<file path="src/rtl/reset_seq_sched_if.sv">
// Request/status bundle between the reset-release scheduler and its surroundings.
// master drives enables and request pulses; slave is the scheduler itself.
interface reset_seq_sched_if #(
  parameter int NUM_DOMAINS = 4,
  parameter int ID_W        = ($clog2(NUM_DOMAINS) < 1) ? 1 : $clog2(NUM_DOMAINS)
);
  logic                   seq_en_i;
  logic [NUM_DOMAINS-1:0] rst_req_i;
  logic [NUM_DOMAINS-1:0] clk_en_o;
  logic [NUM_DOMAINS-1:0] rst_n_o;
  logic                   busy_o;
  logic                   done_o;
  logic [ID_W-1:0]        done_id_o;
  logic [NUM_DOMAINS-1:0] pending_o;

  modport master (
    output seq_en_i, rst_req_i,
    input  clk_en_o, rst_n_o, busy_o, done_o, done_id_o, pending_o
  );

  modport slave (
    input  seq_en_i, rst_req_i,
    output clk_en_o, rst_n_o, busy_o, done_o, done_id_o, pending_o
  );
endinterface

</file>
<file path="src/rtl/reset_seq_sched.sv">
// Round-robin reset-release scheduler: per domain, gate clock + hold reset, run clock
// with reset held, release reset and settle, then pulse done. All outputs registered.
module reset_seq_sched #(
  parameter int NUM_DOMAINS = 4,
  parameter int PRE_CYCLES  = 5,
  parameter int HOLD_CYCLES = 6,
  parameter int POST_CYCLES = 7,
  parameter int CNT_W       = 5,
  parameter int ID_W        = ($clog2(NUM_DOMAINS) < 1) ? 1 : $clog2(NUM_DOMAINS)
) (
  input  logic              clk,
  input  logic              reset,
  reset_seq_sched_if.slave  bus
);

  typedef enum logic [2:0] {
    IDLE    = 3'd0,
    GATE    = 3'd1,
    CLK_ON  = 3'd2,
    RELEASE = 3'd3,
    DONE    = 3'd4
  } state_t;

  state_t                 state, state_nxt;
  logic [CNT_W-1:0]       cnt, cnt_nxt;
  logic [ID_W-1:0]        cur, cur_nxt;
  logic [ID_W-1:0]        ptr, ptr_nxt;
  logic [NUM_DOMAINS-1:0] pending, pending_nxt;
  logic [NUM_DOMAINS-1:0] clk_en, clk_en_nxt;
  logic [NUM_DOMAINS-1:0] rst_n, rst_n_nxt;
  logic                   busy, busy_nxt;
  logic                   done, done_nxt;
  logic [ID_W-1:0]        done_id, done_id_nxt;

  logic                   grant_vld;
  logic [ID_W-1:0]        grant_id;
  logic [ID_W-1:0]        arb_idx;

  // Scan downward so the last hit is the one closest to (at or above) the pointer.
  always_comb begin
    grant_vld = 1'b0;
    grant_id  = '0;
    arb_idx   = '0;
    for (int i = NUM_DOMAINS - 1; i >= 0; i--) begin
      arb_idx = ID_W'((int'(ptr) + i) % NUM_DOMAINS);
      if (pending[arb_idx]) begin
        grant_vld = 1'b1;
        grant_id  = arb_idx;
      end
    end
  end

  always_ff @(posedge clk) begin
    if (!reset) begin
      state   <= IDLE;
      cnt     <= '0;
      cur     <= '0;
      ptr     <= '0;
      pending <= '1;
      clk_en  <= '0;
      rst_n   <= '0;
      busy    <= 1'b0;
      done    <= 1'b0;
      done_id <= '0;
    end else begin
      state   <= state_nxt;
      cnt     <= cnt_nxt;
      cur     <= cur_nxt;
      ptr     <= ptr_nxt;
      pending <= pending_nxt;
      clk_en  <= clk_en_nxt;
      rst_n   <= rst_n_nxt;
      busy    <= busy_nxt;
      done    <= done_nxt;
      done_id <= done_id_nxt;
    end
  end

  always_comb begin
    state_nxt = state;
    cnt_nxt   = cnt;
    cur_nxt   = cur;
    ptr_nxt   = ptr;
    unique case (state)
      IDLE: begin
        if (bus.seq_en_i && grant_vld) begin
          state_nxt = GATE;
          cur_nxt   = grant_id;
          cnt_nxt   = '0;
          ptr_nxt   = (grant_id == ID_W'(NUM_DOMAINS - 1)) ? '0 : grant_id + ID_W'(1);
        end
      end
      GATE: begin
        if (cnt == CNT_W'(PRE_CYCLES - 1)) begin
          state_nxt = CLK_ON;
          cnt_nxt   = '0;
        end else begin
          cnt_nxt = cnt + CNT_W'(1);
        end
      end
      CLK_ON: begin
        if (cnt == CNT_W'(HOLD_CYCLES - 1)) begin
          state_nxt = RELEASE;
          cnt_nxt   = '0;
        end else begin
          cnt_nxt = cnt + CNT_W'(1);
        end
      end
      RELEASE: begin
        if (cnt == CNT_W'(POST_CYCLES - 1)) begin
          state_nxt = DONE;
          cnt_nxt   = '0;
        end else begin
          cnt_nxt = cnt + CNT_W'(1);
        end
      end
      DONE: begin
        state_nxt = IDLE;
        cnt_nxt   = '0;
      end
      default: begin
        state_nxt = IDLE;
        cnt_nxt   = '0;
      end
    endcase
  end

  // Next values of the registered outputs; new requests are OR-ed in last so set beats clear.
  always_comb begin
    pending_nxt = pending;
    clk_en_nxt  = clk_en;
    rst_n_nxt   = rst_n;
    done_id_nxt = done_id;
    if (state == IDLE && state_nxt == GATE) begin
      pending_nxt[grant_id] = 1'b0;
      clk_en_nxt[grant_id]  = 1'b0;
      rst_n_nxt[grant_id]   = 1'b0;
    end
    if (state == GATE && state_nxt == CLK_ON) begin
      clk_en_nxt[cur] = 1'b1;
    end
    if (state == CLK_ON && state_nxt == RELEASE) begin
      rst_n_nxt[cur] = 1'b1;
    end
    if (state_nxt == DONE) begin
      done_id_nxt = cur;
    end
    done_nxt    = (state_nxt == DONE);
    busy_nxt    = (state_nxt != IDLE);
    pending_nxt = pending_nxt | bus.rst_req_i;
  end

  assign bus.clk_en_o  = clk_en;
  assign bus.rst_n_o   = rst_n;
  assign bus.busy_o    = busy;
  assign bus.done_o    = done;
  assign bus.done_id_o = done_id;
  assign bus.pending_o = pending;

endmodule

</file>
<file path="src/flat_wrapper.sv">
// flat-port wrapper written by rule: the top's interface ports become plain ports
module reset_seq_sched_flat 
#(
  parameter int NUM_DOMAINS = 4,
  parameter int PRE_CYCLES  = 5,
  parameter int HOLD_CYCLES = 6,
  parameter int POST_CYCLES = 7,
  parameter int CNT_W       = 5,
  parameter int ID_W        = ($clog2(NUM_DOMAINS) < 1) ? 1 : $clog2(NUM_DOMAINS)
)
  (clk, reset, bus_seq_en_i, bus_rst_req_i, bus_clk_en_o, bus_rst_n_o, bus_busy_o, bus_done_o, bus_done_id_o, bus_pending_o);
  reset_seq_sched_if #(.NUM_DOMAINS(NUM_DOMAINS), .ID_W(ID_W)) bus_i ();
  input  logic clk;
  input  logic reset;
  input wire logic [$bits(bus_i.seq_en_i)-1:0] bus_seq_en_i;
  input wire logic [$bits(bus_i.rst_req_i)-1:0] bus_rst_req_i;
  output wire logic [$bits(bus_i.clk_en_o)-1:0] bus_clk_en_o;
  output wire logic [$bits(bus_i.rst_n_o)-1:0] bus_rst_n_o;
  output wire logic [$bits(bus_i.busy_o)-1:0] bus_busy_o;
  output wire logic [$bits(bus_i.done_o)-1:0] bus_done_o;
  output wire logic [$bits(bus_i.done_id_o)-1:0] bus_done_id_o;
  output wire logic [$bits(bus_i.pending_o)-1:0] bus_pending_o;
  assign bus_i.seq_en_i = bus_seq_en_i;
  assign bus_i.rst_req_i = bus_rst_req_i;
  assign bus_clk_en_o = bus_i.clk_en_o;
  assign bus_rst_n_o = bus_i.rst_n_o;
  assign bus_busy_o = bus_i.busy_o;
  assign bus_done_o = bus_i.done_o;
  assign bus_done_id_o = bus_i.done_id_o;
  assign bus_pending_o = bus_i.pending_o;
  reset_seq_sched #(.NUM_DOMAINS(NUM_DOMAINS), .PRE_CYCLES(PRE_CYCLES), .HOLD_CYCLES(HOLD_CYCLES), .POST_CYCLES(POST_CYCLES), .CNT_W(CNT_W), .ID_W(ID_W)) u_core (.clk(clk), .reset(reset), .bus(bus_i));
endmodule
</file>
<file path="config.mk">
export PLATFORM = sky130hd
export DESIGN_NAME = reset_seq_sched_flat
export DESIGN_NICKNAME = d
export VERILOG_FILES = /design/src/rtl/reset_seq_sched_if.sv /design/src/rtl/reset_seq_sched.sv /design/src/flat_wrapper.sv
export SDC_FILE = /design/constraint.sdc
export NUM_CORES = 1
export LEC_CHECK = 0
export CORE_ASPECT_RATIO = 1.75
export CORE_UTILIZATION = 40
export CTS_BUF_LIST = sky130_fd_sc_hd__clkbuf_2 sky130_fd_sc_hd__clkbuf_4 sky130_fd_sc_hd__clkbuf_8
export DETAILED_ROUTE_END_ITERATION = 6
export GPL_TIMING_DRIVEN = 0
export SLEW_MARGIN = 5
export SYNTH_ARGS = -nofsm -noshare
export SYNTH_HDL_FRONTEND = slang
export SYNTH_SLANG_ARGS = --single-unit
</file>
<file path="constraint.sdc">
create_clock -name clk -period 1.95 [get_ports clk]
set_clock_uncertainty 0.1 [all_clocks]
set_input_delay 0.195 -clock clk [delete_from_list [all_inputs] [get_ports clk]]
set_output_delay 0.195 -clock clk [all_outputs]
set_load 0.02 [all_outputs]
</file>
==> metrics.md <==
| Metric | Value |
|---|---|
| CTS Buf Count | 3 |
| Pin slew with the least headroom to its limit | 0.4326 ns |
| Die Area | 3637 um2 |
| IO buf count | 21 |
| Routed vias/inst | 5.436 |
| Critical path's largest stage delay | 0.36 ns |
| CTS tree | yes |
| Num ports | 23 |
| Grt ovf | 0 |
| Peak supply drop | 0.5731 mV |
| Ys async rst share | 0 |
| Synth Warn # | 0 |
| Status | complete, no violations |
| Unrepaired setup endpoints after global routing | no |
| WP data required | 2.02 ns |
| Slowest cell on the critical path | dfxtp_2 |
| Initial Util | 0.4271 |
| Inserted Diodes | 0 |
| Yosys reg bits | 28 |
| Pwr/cell area | 656.2 nW/um2 |
| Largest area contributor in the netlist | dfxtp_1 |
| Cell Rows | 27 |
| Final core occ | 0.5315 |
| Post-CTS Hold Buffers | 0 |
| Chip width | 46.02 um |
| Mapped Area | 1356 um2 |
| Clk_lat worst skew | 0.27 ns |
| CP bufs+invs | 1 |
| Setup CP Type | register to register |
| Fin crit period | 1.867 ns |
| Worst Hold Launch | reset |
| Cell family with most CP delay | compound AO/OA/AOI/OAI gates |
| Maximum clock rate | 535.7 MHz |
| Hold/Removal Path Class | input port to register |
| Sequential share of the synthesized area | 0.4133 |
| Main synth FF type | dfxtp_1 |
| Dpl cells | 200 |
| Die height | 79.03 um |
| H-Tree Level Count | 1 |
| First-pass GRT wire length | 4761 um |
| Worst setup EP type | register |
| Drt pass-1 iters | 3 |
| Top post-synthesis cells by area | dfxtp_1 (41%), ha_1 (7.4%), a32o_1 (5.9%), a211o_1 (3.9%), nand2_1 (3.3%) |
| Setup tns final | 0 ns |
| Slew Viols, Final | 0 |
| Hold EP | u_core.bus.clk_en_o[0] |
| Fin nets | 177 |
| DRC viols | 0 |
| Worst r2r dst | u_core.bus.pending_o[1] |
| Hold Path Depth | 2 |
| Max_cap viols | 0 |
| Crit path cell chain | nor2b_1, a21o_1, a211o_1, inv_2, ha_1, nand2_1, a211o_1 |
| Core box area | 3176 um2 |
| Slew headroom | 0.7110 |
| Detailed-placement wirelength estimate | 2408 um |
| Root buffer cell | clkbuf_8 |
| Initial antenna violation count | 0 |
| Largest net degree at the start of global routing | 16 |
| Number of enable flip-flop cells after synthesis | 0 |
| Worst-path clk slew | 0.09 ns |
| Leakage | 0.6502 nW |
| R2R depth | 7 |
| Synthesized instance count | 136 |
| CTS-repair resized insts | 0 |
| Final WL | 2985 um |
| DR WL/cell | 14.63 um |
| Antenna viol nets, final | 0 |
| Final Hold Vio Count | 0 |
| Most frequent CP cell | a211o_1 |
| Synth Area per Inst | 9.973 um2 |
| Share of layout cells above drive strength 1 | 0.1366 |
| Vias in the first global route | 1079 |
| Critical path launch point type | register |
| CP Max Fanout | 5 |
| Period utilization | 0.9573 |
| Setup bufs post-CTS | 0 |
| Total Power | 1.108 mW |
| Non-Filler Instances | 204 |
| Total track usage | 0.1821 |
| Area delta synth->final | 24.45% |
| Reg2reg start | u_core.bus.pending_o[2] |
| Max Buffers Root-to-Sink | 2 |
| Drt first-iter violations | 17 |
| Final setup violation count | 0 |
| Syn nets | 151 |
| TritonCTS Sinks | 28 |
| Routability cong. | 0.8005 |
| Synth cell types | 41 |
| CP arrival | 1.94 ns |
| R2R setup slack | 0.08 ns |
| Via count of the routed design | 1109 |
| Yosys top cell area share | 0.4133 |
[cell type report]
type / instances / area (um2)
Tap cell: 43 / 53.80
Clock buffer: 4 / 55.05
Inverter: 7 / 26.28
Fill cell: 324 / 1488
Multi-Input combinational cell: 96 / 749.5
Buffer: 5 / 26.28
Timing Repair Buffer: 21 / 210.2
Sequential cell: 28 / 566.8
[flip-flops by register name, indices dropped and copies added, names as in the netlist]
register and flops:
u_core.bus.busy_o 1, u_core.bus.clk_en_o 4, u_core.bus.done_id_o 2, u_core.bus.done_o 1, u_core.bus.pending_o 4, u_core.bus.rst_n_o 4
u_core.cnt 5, u_core.cur 2, u_core.ptr 2, u_core.state 3
[per-layer routing]
layer	wire [um]	vias up	track usage
met2	1795	14	0.3606
met4	52	0	0.07059
li1	-	551	-
met1	1075	539	0.1686
met5	0	-	0
met3	62	5	0.02500
[where the power goes]
part	total [mW]	internal, mW	switching, mW
combinational	0.147	0.0641	0.0828
clock	0.355	0.181	0.174
sequential	0.606	0.588	0.0181
[cell usage after synthesis, drive strengths merged, types with 2 or more instances]
| master | instances |
|---|---|
| dfxtp | 28 |
| nand3 | 3 |
| a211oi | 3 |
| nor2 | 8 |
| nor3b | 2 |
| ha | 8 |
| a22o | 2 |
| nand4b | 2 |
| inv | 7 |
| nand2b | 5 |
| nand2 | 12 |
| o22ai | 2 |
| a21o | 2 |
| a21oi | 6 |
| a32o | 8 |
| and3 | 2 |
| buf | 4 |
| nor2b | 3 |
| nor3 | 4 |
| mux2i | 3 |
| a211o | 6 |
[cell families after synthesis]
group                    synth area share
AND/OR/NAND/NOR                    0.2057
adder cells (fa/ha/maj)           0.07380
multiplexers                      0.03044
XOR/XNOR                         0.006459
AO/OA/AOI/OAI                      0.2316
flip-flops                         0.4133
buffers and inverters             0.03874
[through the flow]
step	hold WS, ns	cell area (um2)	setup slack [ns]
6_report	0.2116	1688	0.08326
3_3_place_gp	0.3488	1620	0.04773
3_5_place_dp	0.3560	1620	0.01852
5_1_grt	0.2043	1688	0.007440
2_1_floorplan	0.1894	1356	0.08339
4_1_cts	0.2079	1675	0.01679
[cells in the final DEF (no fill, tap or decap), drive strengths merged, types with 2 or more instances in the layout]
master and instances:
nand4b 2, nor3 4, and3 2, mux2i 3, inv 7, clkbuf 5, a22o 2, o22ai 2
dfxtp 28, clkdlybuf4s50 21, a211o 6, a32o 8, nand2b 5, a21oi 6, ha 8, nor2 8
a211oi 3, nand3 3, nor2b 3, nand2 12, buf 4, a21o 2, nor3b 2
[worst max-delay path by stage]
stage,startpoint,end,slack [ns],cells after the start
3_5_place_dp,u_core.cnt[1],u_core.cnt[0],0.02,6
3_3_place_gp,u_core.cnt[0],u_core.cnt[0],0.05,5
6_report,u_core.bus.pending_o[2],u_core.bus.pending_o[1],0.08,7
5_1_grt,u_core.cnt[1],u_core.cnt[4],0.007,6
4_1_cts,u_core.cnt[1],u_core.cnt[0],0.02,6
2_1_floorplan,u_core.bus.pending_o[3],u_core.bus.pending_o[3],0.08,7
Power figures use the tool's default switching activity.
